==> src/rtl/pipe_skid_stage.sv <==
// pipe_skid_stage: ready/valid pipeline register with synchronous flush.
//
// SKID=1 selects a two-entry skid buffer. In this mode in_ready depends only
// on registered state, so a downstream stall never reaches upstream
// combinationally. SKID=0 selects a single register, and its in_ready is
// combinational from out_ready.
//
// Ports:
//   clk        clock, rising edge
//   rst        synchronous reset, active low
//   flush      synchronous flush; drops all held entries
//   in_valid   upstream offers in_data
//   in_ready   stage can accept this cycle
//   in_data    upstream payload
//   out_valid  out_data holds a valid entry
//   out_ready  downstream accepts this cycle
//   out_data   head payload
//   count      entries held (0..2 with SKID=1, 0..1 with SKID=0)
module pipe_skid_stage #(
  parameter int unsigned WIDTH = 64,
  parameter int unsigned SKID  = 1
) (
  input  logic             clk,
  input  logic             rst,
  input  logic             flush,
  input  logic             in_valid,
  output logic             in_ready,
  input  logic [WIDTH-1:0] in_data,
  output logic             out_valid,
  input  logic             out_ready,
  output logic [WIDTH-1:0] out_data,
  output logic [1:0]       count
);

  localparam logic [1:0] StEmpty = 2'd0;
  localparam logic [1:0] StOne   = 2'd1;
  localparam logic [1:0] StFull  = 2'd2;

  logic [1:0]       state_q, state_d;
  logic [WIDTH-1:0] main_q, main_d;
  // Second entry. It is only ever loaded in skid mode; with SKID=0 it stays
  // at zero and synthesis removes it.
  logic [WIDTH-1:0] skid_q, skid_d;
  logic             accept, fire;

  assign out_valid = (state_q != StEmpty);
  assign out_data  = main_q;
  // The encoding is chosen so that the state value equals the number of
  // held entries.
  assign count     = state_q;

  if (SKID != 0) begin : g_ready_skid
    assign in_ready = rst & (state_q != StFull);
  end else begin : g_ready_reg
    assign in_ready = rst & (~out_valid | out_ready);
  end

  assign accept = in_valid & in_ready;
  assign fire   = out_valid & out_ready;

  always_comb begin
    state_d = state_q;
    main_d  = main_q;
    skid_d  = skid_q;
    if (flush) begin
      // A concurrent accept is dropped. A concurrent fire was already
      // presented downstream this cycle.
      state_d = StEmpty;
      main_d  = '0;
      skid_d  = '0;
    end else if (SKID != 0) begin
      case (state_q)
        StEmpty: begin
          if (accept) begin
            main_d  = in_data;
            state_d = StOne;
          end
        end
        StOne: begin
          if (accept && fire) begin
            main_d = in_data;
          end else if (accept) begin
            skid_d  = in_data;
            state_d = StFull;
          end else if (fire) begin
            state_d = StEmpty;
          end
        end
        StFull: begin
          if (fire) begin
            main_d  = skid_q;
            state_d = StOne;
          end
        end
        default: state_d = StEmpty;
      endcase
    end else begin
      if (accept) begin
        main_d  = in_data;
        state_d = StOne;
      end else if (fire) begin
        state_d = StEmpty;
      end
    end
  end

  always_ff @(posedge clk) begin
    if (!rst) begin
      state_q <= StEmpty;
      main_q  <= '0;
      skid_q  <= '0;
    end else begin
      state_q <= state_d;
      main_q  <= main_d;
      skid_q  <= skid_d;
    end
  end

endmodule

==> config.mk <==
export PLATFORM = sky130hd
export DESIGN_NAME = pipe_skid_stage
export DESIGN_NICKNAME = d
export VERILOG_FILES = /design/src/rtl/pipe_skid_stage.sv
export SDC_FILE = /design/constraint.sdc
export NUM_CORES = 1
export LEC_CHECK = 0
export CAP_MARGIN = 30
export CORE_MARGIN = 10
export CORE_UTILIZATION = 25
export CTS_BUF_LIST = sky130_fd_sc_hd__clkbuf_16
export CTS_CLUSTER_SIZE = 20
export DETAILED_ROUTE_END_ITERATION = 7
export PLACE_DENSITY = 0.47
export SKIP_LAST_GASP = 1
export SLEW_MARGIN = 15
export SYNTH_ARGS = -nofsm -noshare
export SYNTH_HDL_FRONTEND = slang
export SYNTH_SLANG_ARGS = --single-unit
==> constraint.sdc <==
create_clock -name clk -period 1.85 [get_ports clk]
set_input_delay 0.185 -clock clk [delete_from_list [all_inputs] [get_ports clk]]
set_output_delay 0.185 -clock clk [all_outputs]
set_load 0.005 [all_outputs]
==> summary.txt, run 1 <==
Status
  • Status: finished clean

Placement
  • I/O Buffers: 136
  • Placer Congestion: roughly 0.76
  • DP HPWL: roughly 13 mm

Clocking
  • Post-CTS setup buffers: 0
  • Root Buffer: clkbuf_16
  • Cts bufs inserted: 17
  • H-tree Lvls: 4
  • Clk buf depth: 2
  • TritonCTS clock tree: done
  • Clk sinks: 130
  • Skew-Pair Late Insertion Delay: ~420 ps
  • Clk slew on worst S/H paths: 60 ps
  • Post-CTS Hold Buffers: 0

Die
  • Die ar.: 29970 um^2
  • Initial cell density of the core: 25.66%
  • Num rows: between 50 and 60
  • Die X: between 150 and 200 um
  • # IOs: 137
  • Core area: 22850 um^2
  • Die height: approximately 170 um

Logic synthesis
  • Number of flops mapped to enable cells by yosys: 0
  • Synth Area in XOR/XNOR: 0%
  • Register area share after synthesis: 44.40%
  • Mux share of post-synthesis cell area: 11.10%
  • Area fraction in compound gates after synthesis: about 30%
  • Largest family of logic cells by synthesized area: compound AO/OA/AOI/OAI gates
  • Synth cell count leaders: dfxtp_1, a21oi_1, mux2i_1
  • Synth Flop Type: dfxtp_1
  • Most frequent cell after synthesis: dfxtp_1
  • Ys async rst share: 0%
  • Post-Synth Simple-Gate Area: 6.916%
  • Syn Std Cell Area: 5862 um^2
  • Yosys warnings: 0
  • Post-Synth Adder-Cell Area: 0%
  • Ranking of synthesized cells by area: dfxtp_1, mux2i_1, a311oi_1
  • Synth area leader: dfxtp_1
  • Synth cell types: 27
  • Post-Synthesis Cells: 617
  • Synthesized area per cell: 9.501 um^2
  • Syn Nets: 686
  • Yosys reg bits: between 100 and 150
  • Share of the synthesized area in the top cell type: 44.40%

STA
  • Final Critical Period: 1761 ps
  • Max Fclk: between 0.5 and 0.6 GHz
  • Final hold violations: 0
  • Worst Max-Slew Pin Slew: 462.6 ps
  • Rel. slew slack: 69.16%
  • Setup TNS: 0 ps
  • RSZ-0062 raised after global routing: false
  • Final Cycle Share: ~95%
  • Final number of setup-violating endpoints: 0
  • Clock Skews: 10.36 ps
  • Fin. max-slew vios: 0

Pwr
  • Leak: 0.002941 uW
  • Power consumption: 6699 uW
  • Pwr dens: ~840 nW/um^2
  • Peak supply drop: 0.4084 mV

Setup path
  • Worst path depth: 3
  • Critical path required time: 1660 ps
  • CP Class: reg2out
  • R2R depth: 4
  • Worst EP arrival: 1580 ps
  • WP buf/inv: 1
  • Largest stage delay, worst path: around 460 ps
  • Slowest cell on crit path: dfxtp_4
  • Critical Path End Type: output pin
  • Startpoint Class: flip-flop
  • Critical-path cell list: nand2b_4, and2_1, clkdlybuf4s50_1
  • Crit path max-delay family: flip-flops
  • Critical path fanouts, max: 9

Detailed routing
  • Starting DRC count in detailed routing: 363
  • # DRC: 0
  • Router iterations before antenna repair: 5
  • Final wirelength: 20.65 mm
  • Final ANT Viol Nets: 0
  • Via count: 5410
  • Drt via density: 5.187
  • Routed WL per cell: between 15 and 20 um

Finish
  • Layout cells sized above 1: 9.739%
  • Total Nets Final: 785
  • Area of the multi-input gates: 2791 um^2
  • Syn-to-layout area delta: 36.71%
  • Fin util: 35.08%
  • Seq. cell area: around 2600 um^2
  • Filler cell count: 2328

Global route
  • Total congestion overflow: 0
  • Gr usage total: 13.30%
  • First-pass GRT wire length: approximately 32 mm
  • Initial antenna violation count: 2
  • Pin count of the biggest net entering global routing: 89
  • Vias in the first global route: 5329

Hold path
  • Hold Crit Class: in2reg
  • Hold depth: 3

Job
  • MaxCap Viol Count: 0
## placed cells by master, fill, tap and decap left out, drive strengths merged, types with 2 or more instances in the layout
master and instances:
a21oi 65, inv 2, nand3 64, a211oi 64, buf 28, and2 2
mux2i 65, nor2 2, clkbuf 17, a311oi 64, o21ai 64, nand2b 3
clkinvlp 4, dfxtp 130, clkdlybuf4s50 135, clkinv 9
## sequential cells by signal, indices dropped and copies added (netlist names)
register	flops
out_data	64
skid_q	64
count	2
## final timing paths
path,startpoint,slack [ps],endpoint
min,in_data[30],370,skid_q[30]$_SDFFE_PP0P_
max reg2reg,count[1]$_SDFFE_PP0P_,350,out_data[20]$_SDFFE_PP0P_
min reg2reg,skid_q[22]$_SDFFE_PP0P_,470,skid_q[22]$_SDFFE_PP0P_
max,count[1]$_SDFFE_PP0P_,90,in_ready
## repair_timing
action,CTS,global route
resized for setup,2,1
pin swaps,0,0
setup endpoints to repair,2,1
cloned,0,0
## logic make-up after synthesis
logic type | Yosys count
multiplexers | 65
AND/OR/NAND/NOR | 77
AO/OA/AOI/OAI | 260
buffers and inverters | 85
flip-flops | 130
## metal layers
layer / vias to the layer above / GRT usage, % / wire length, um
met3: 19 / 3.442 / 919
met2: 145 / 22.34 / 10330
li1: 2590 / - / -
met1: 2654 / 16.34 / 9141
met5: - / 0 / 13
met4: 2 / 3.953 / 245
## worst reg2reg max path: stages (launching register included)
cell	delay (ps)
dfxtp_4	460
and3b_2	250
buf_4	350
a311oi_1	110
a211oi_1	250
## metrics by stage
| step | instances | instance area [um^2] | hold slack, ps | worst slack, ps |
|---|---|---|---|---|
| floorplan | 617 | 5862 | 346.0 | 497.3 |
| global placement | 1010 | 7465 | 459.0 | 99.34 |
| detailed placement | 1010 | 7465 | 465.7 | 27.30 |
| CTS | 1042 | 8010 | 353.4 | 28.84 |
| global route | 1042 | 8011 | 373.1 | 26.39 |
| finish | 1043 | 8014 | 367.4 | 89.20 |
## power breakdown
part / total [uW] / switching [uW] / internal (uW)
Sequential: 2890 / 36.1 / 2850
Combinational: 673 / 306 / 367
Clock: 3140 / 1310 / 1830
Total: 6700 / 1650 / 5050
## cell type report
class / count / share of cell area (%)
Multi-Input combinational cell: 402 / 34.83
Sequential cell: 130 / 32.54
Timing Repair Buffer: 164 / 20.84
Clock buffer: 17 / 5.308
Tap cell: 313 / 4.887
Clock inverter: 15 / 1.483
Inverter: 1 / 0.07806
Antenna cell: 1 / 0.03123
Note: power is estimated with default switching activity, not from simulation.
==> run 2: changes to the inputs <==
--- a/config.mk
+++ b/config.mk
@@ -8,7 +8,7 @@
 export CAP_MARGIN = 30
 export CORE_MARGIN = 10
 export CORE_UTILIZATION = 25
-export CTS_BUF_LIST = sky130_fd_sc_hd__clkbuf_16
+export CTS_BUF_LIST = sky130_fd_sc_hd__clkbuf_4
 export CTS_CLUSTER_SIZE = 20
 export DETAILED_ROUTE_END_ITERATION = 7
 export PLACE_DENSITY = 0.47
==> constraint.sdc (replaced) <==
create_clock -name clk -period 1.85 [get_ports clk]
set_input_delay 0.37 -clock clk [delete_from_list [all_inputs] [get_ports clk]]
set_output_delay 0.37 -clock clk [all_outputs]
set_load 0.005 [all_outputs]
==> run 2 against run 1 <==
- design area down 1.8%
- power down 21%
- sequential power about the same
- critical path depth unchanged
- largest cell class unchanged
- utilization down 0.64 points
- critical path type unchanged
- clock-buffer cell count up 4
==> summary.txt, run 2 (same netlist as run 1, synthesis figures left out) <==
Clocking
  • Clk sinks: 130 (unchanged)
  • Clk buf depth: 2 (unchanged)
  • Post-CTS Hold Buffers: 0 (unchanged)
  • Cts bufs inserted: 17 (unchanged)
  • Root Buffer: clkbuf_4
  • H-tree Lvls: 4 (unchanged)
  • Clk slew on worst S/H paths: 130 ps (+70 ps)
  • Skew-Pair Late Insertion Delay: 560 ps (+140 ps)
  • TritonCTS clock tree: done

STA
  • Final number of setup-violating endpoints: 0 (unchanged)
  • Rel. slew slack: 66.75% (-2.4 points)
  • Final hold violations: 0 (unchanged)
  • Fin. max-slew vios: 0 (unchanged)
  • Setup TNS: 0 ps (unchanged)
  • Worst hold margin: 410.7 ps (+43.25 ps)
  • Worst Max-Slew Pin Slew: 498.7 ps (+36.11 ps)
  • Max Fclk: 0.5577 GHz (-1.8%)
  • Final Critical Period: 1793 ps (+32.19 ps)
  • Final Cycle Share: 96.92% (+1.7 points)
  • Clock Skews: 20.48 ps (+10.11 ps)

Detailed routing
  • Final wirelength: 20.64 mm (about the same)
  • Routed WL per cell: 19.64 um (-0.82%)
  • Router iterations before antenna repair: 4 (-1)
  • Final ANT Viol Nets: 0 (unchanged)
  • Drt via density: 5.235 (+0.93%)
  • Starting DRC count in detailed routing: 437 (+20%)
  • Via count: 5502 (+1.7%)
  • # DRC: 0 (unchanged)

Die
  • Initial cell density of the core: 25.66% (unchanged)
  • Die ar.: 29970 um^2 (unchanged)
  • Die height: 173.1 um (unchanged)
  • # IOs: 137 (unchanged)
  • Num rows: 55 (unchanged)
  • Core area: 22850 um^2 (unchanged)
  • Die X: 173.1 um (unchanged)

Hold path
  • Hold depth: 3 (unchanged)
  • Hold_sp: in_data[28]
  • Hold Crit Class: in2reg
  • WHS Endpoint: skid_q[28]$_SDFFE_PP0P_

Finish
  • Fin util: 34.44% (-0.64 points)
  • Commonest cells after routing, fill and taps aside: clkdlybuf4s50_1, dfxtp_1, mux2i_1, a21oi_1
  • Syn-to-layout area delta: 34.24%
  • Layout cells sized above 1: 15.35% (+5.6 points)
  • Most common cell after layout, fill and taps aside: clkdlybuf4s50_1
  • Total Nets Final: 794 (+1.1%)
  • Filler cell count: 2363 (+1.5%)
  • Post-route cell area: 7869 um^2 (-1.8%)

Job
  • MaxCap Viol Count: 0 (unchanged)

Setup path
  • CP Class: reg2out
  • Critical path required time: 1480 ps (-180 ps)
  • R2R Path Start: count[1]$_SDFFE_PP0P_
  • Worst R2R Setup Slack: 90 ps (-260 ps)
  • Startpoint Class: flip-flop
  • Critical Path End Type: output pin
  • Crit path max-delay family: flip-flops
  • Critical path fanouts, max: 3 (-6)
  • WP buf/inv: 2 (+1)
  • R2R depth: 6 (+2)
  • Worst reg2reg endpoint: out_data[52]$_SDFFE_PP0P_
  • Critical-path cell list: buf_4, or2_4, buf_6
  • Largest stage delay, worst path: 380 ps (-80 ps)
  • Worst EP arrival: 1420 ps (-160 ps)
  • Slowest cell on crit path: dfxtp_4

Placement
  • I/O Buffers: 136 (unchanged)
  • Placed Area: 7532 um^2 (+0.91%)
  • DP HPWL: 13.53 mm (+0.63%)
  • Placer Congestion: 0.7427 (-1.8%)

Status
  • Status: finished clean

Pwr
  • Sequential share of power: 54.6% (+11 points)
  • Peak supply drop: 0.2646 mV (-35%)
  • Pwr dens: 673.4 nW/um^2 (-19%)
  • Sw frac: 26.17% (+1.6 points)
  • Psw: 1387 uW (-16%)
  • Power consumption: 5299 uW (-21%)
  • Comb power frac: 12.9% (+2.9 points)
  • P_int: 3912 uW (-23%)
  • Leak: 0.003157 uW (+7.3%)
  • Clock power frac: 32.6% (-14 points)

Global route
  • Initial antenna violation count: 2 (unchanged)
  • Total congestion overflow: 0 (unchanged)
  • Vias in the first global route: 5535 (+3.9%)
  • Gr usage total: 13.48% (+0.17 points)
  • Pin count of the biggest net entering global routing: 69 (-22%)
  • First-pass GRT wire length: 33.00 mm (+3.0%)
run 2: cell count changes in the layout (fill, tap and decap cells not counted), sizes merged:
cell and change:
dlygate4sd2 +15, buf +10, inv -1, dlymetal6s2s +11, clkdlybuf4s50 -28, diode +1, clkbuf +5, clkinv -2
clkinvlp -3
run 2: worst max-delay path by stage:
stage / cells past startpoint / from / endpoint
after CTS: 4 / count[1]$_SDFFE_PP0P_ / in_ready
final: 3 / count[1]$_SDFFE_PP0P_ / out_valid
after global placement: 5 / in_valid / out_data[14]$_SDFFE_PP0P_
after detailed placement: 5 / in_valid / out_data[57]$_SDFFE_PP0P_
after floorplan: 5 / count[0]$_SDFFE_PP0P_ / in_ready
after global routing: 1 / out_data[51]$_SDFFE_PP0P_ / out_data[51]
run 2: area by class of cell:
type | instances | area (um^2) | share of cell area, %
multi-input cells | 402 | 2794 | 35.51
flip-flops and latches | 130 | 2654 | 33.73
clock buffers | 21 | 157.7 | 2.003
clock inverters | 9 | 67.56 | 0.8586
diodes | 2 | 5.005 | 0.06360
repair buffers | 173 | 1793 | 22.79
inverters | 1 | 6.256 | 0.07950
well taps | 313 | 391.6 | 4.977
run 2: power by group through the flow:
stage,Combinational (uW),Clock [uW],Sequential [uW]
2_1_floorplan,296,0,2950
3_3_place_gp,684,0,2950
3_5_place_dp,689,0,2960
4_1_cts,690,1780,2890
5_1_grt,737,1890,2900
6_report,681,1730,2890
run 2: routing by layer:
metal | vias to the layer above | GRT usage (%) | share of wire [%]
li1 | 2605 | - | -
met1 | 2731 | 16.71 | 44
met2 | 143 | 22.07 | 49
met3 | 23 | 3.137 | 4.9
met4 | 0 | 5.390 | 2.0
met5 | - | 0 | 0
run 2: what timing repair did:
item | in CTS | in global routing
setup endpoints to repair | 41 | 21
pin swaps | 0 | 0
resized for setup | 52 | 22
buffers inserted | 5 | 0
run 2: per-stage QoR:
step | worst slack [ps] | std cells
2_1_floorplan | 403.9 | 617
3_3_place_gp | -118.1 | 1014
3_5_place_dp | -159.6 | 1014
4_1_cts | -94.81 | 1049
5_1_grt | -0.1499 | 1050
6_report | 57.01 | 1051
run 2: tightest hold or removal path, stage by stage:
cell and delay [ps]:
clkdlybuf4s50_1 420, nand3_1 90, a21oi_1 60
==> run 3: changes to the inputs <==
--- a/config.mk
+++ b/config.mk
@@ -9,6 +9,7 @@
 export CORE_MARGIN = 10
 export CORE_UTILIZATION = 25
 export CTS_BUF_LIST = sky130_fd_sc_hd__clkbuf_4
+export CTS_CLUSTER_DIAMETER = 80
 export CTS_CLUSTER_SIZE = 20
 export DETAILED_ROUTE_END_ITERATION = 7
 export PLACE_DENSITY = 0.47
==> results of run 3 <==
Same layout as run 2: the final DEF is identical, and so are final timing and power.
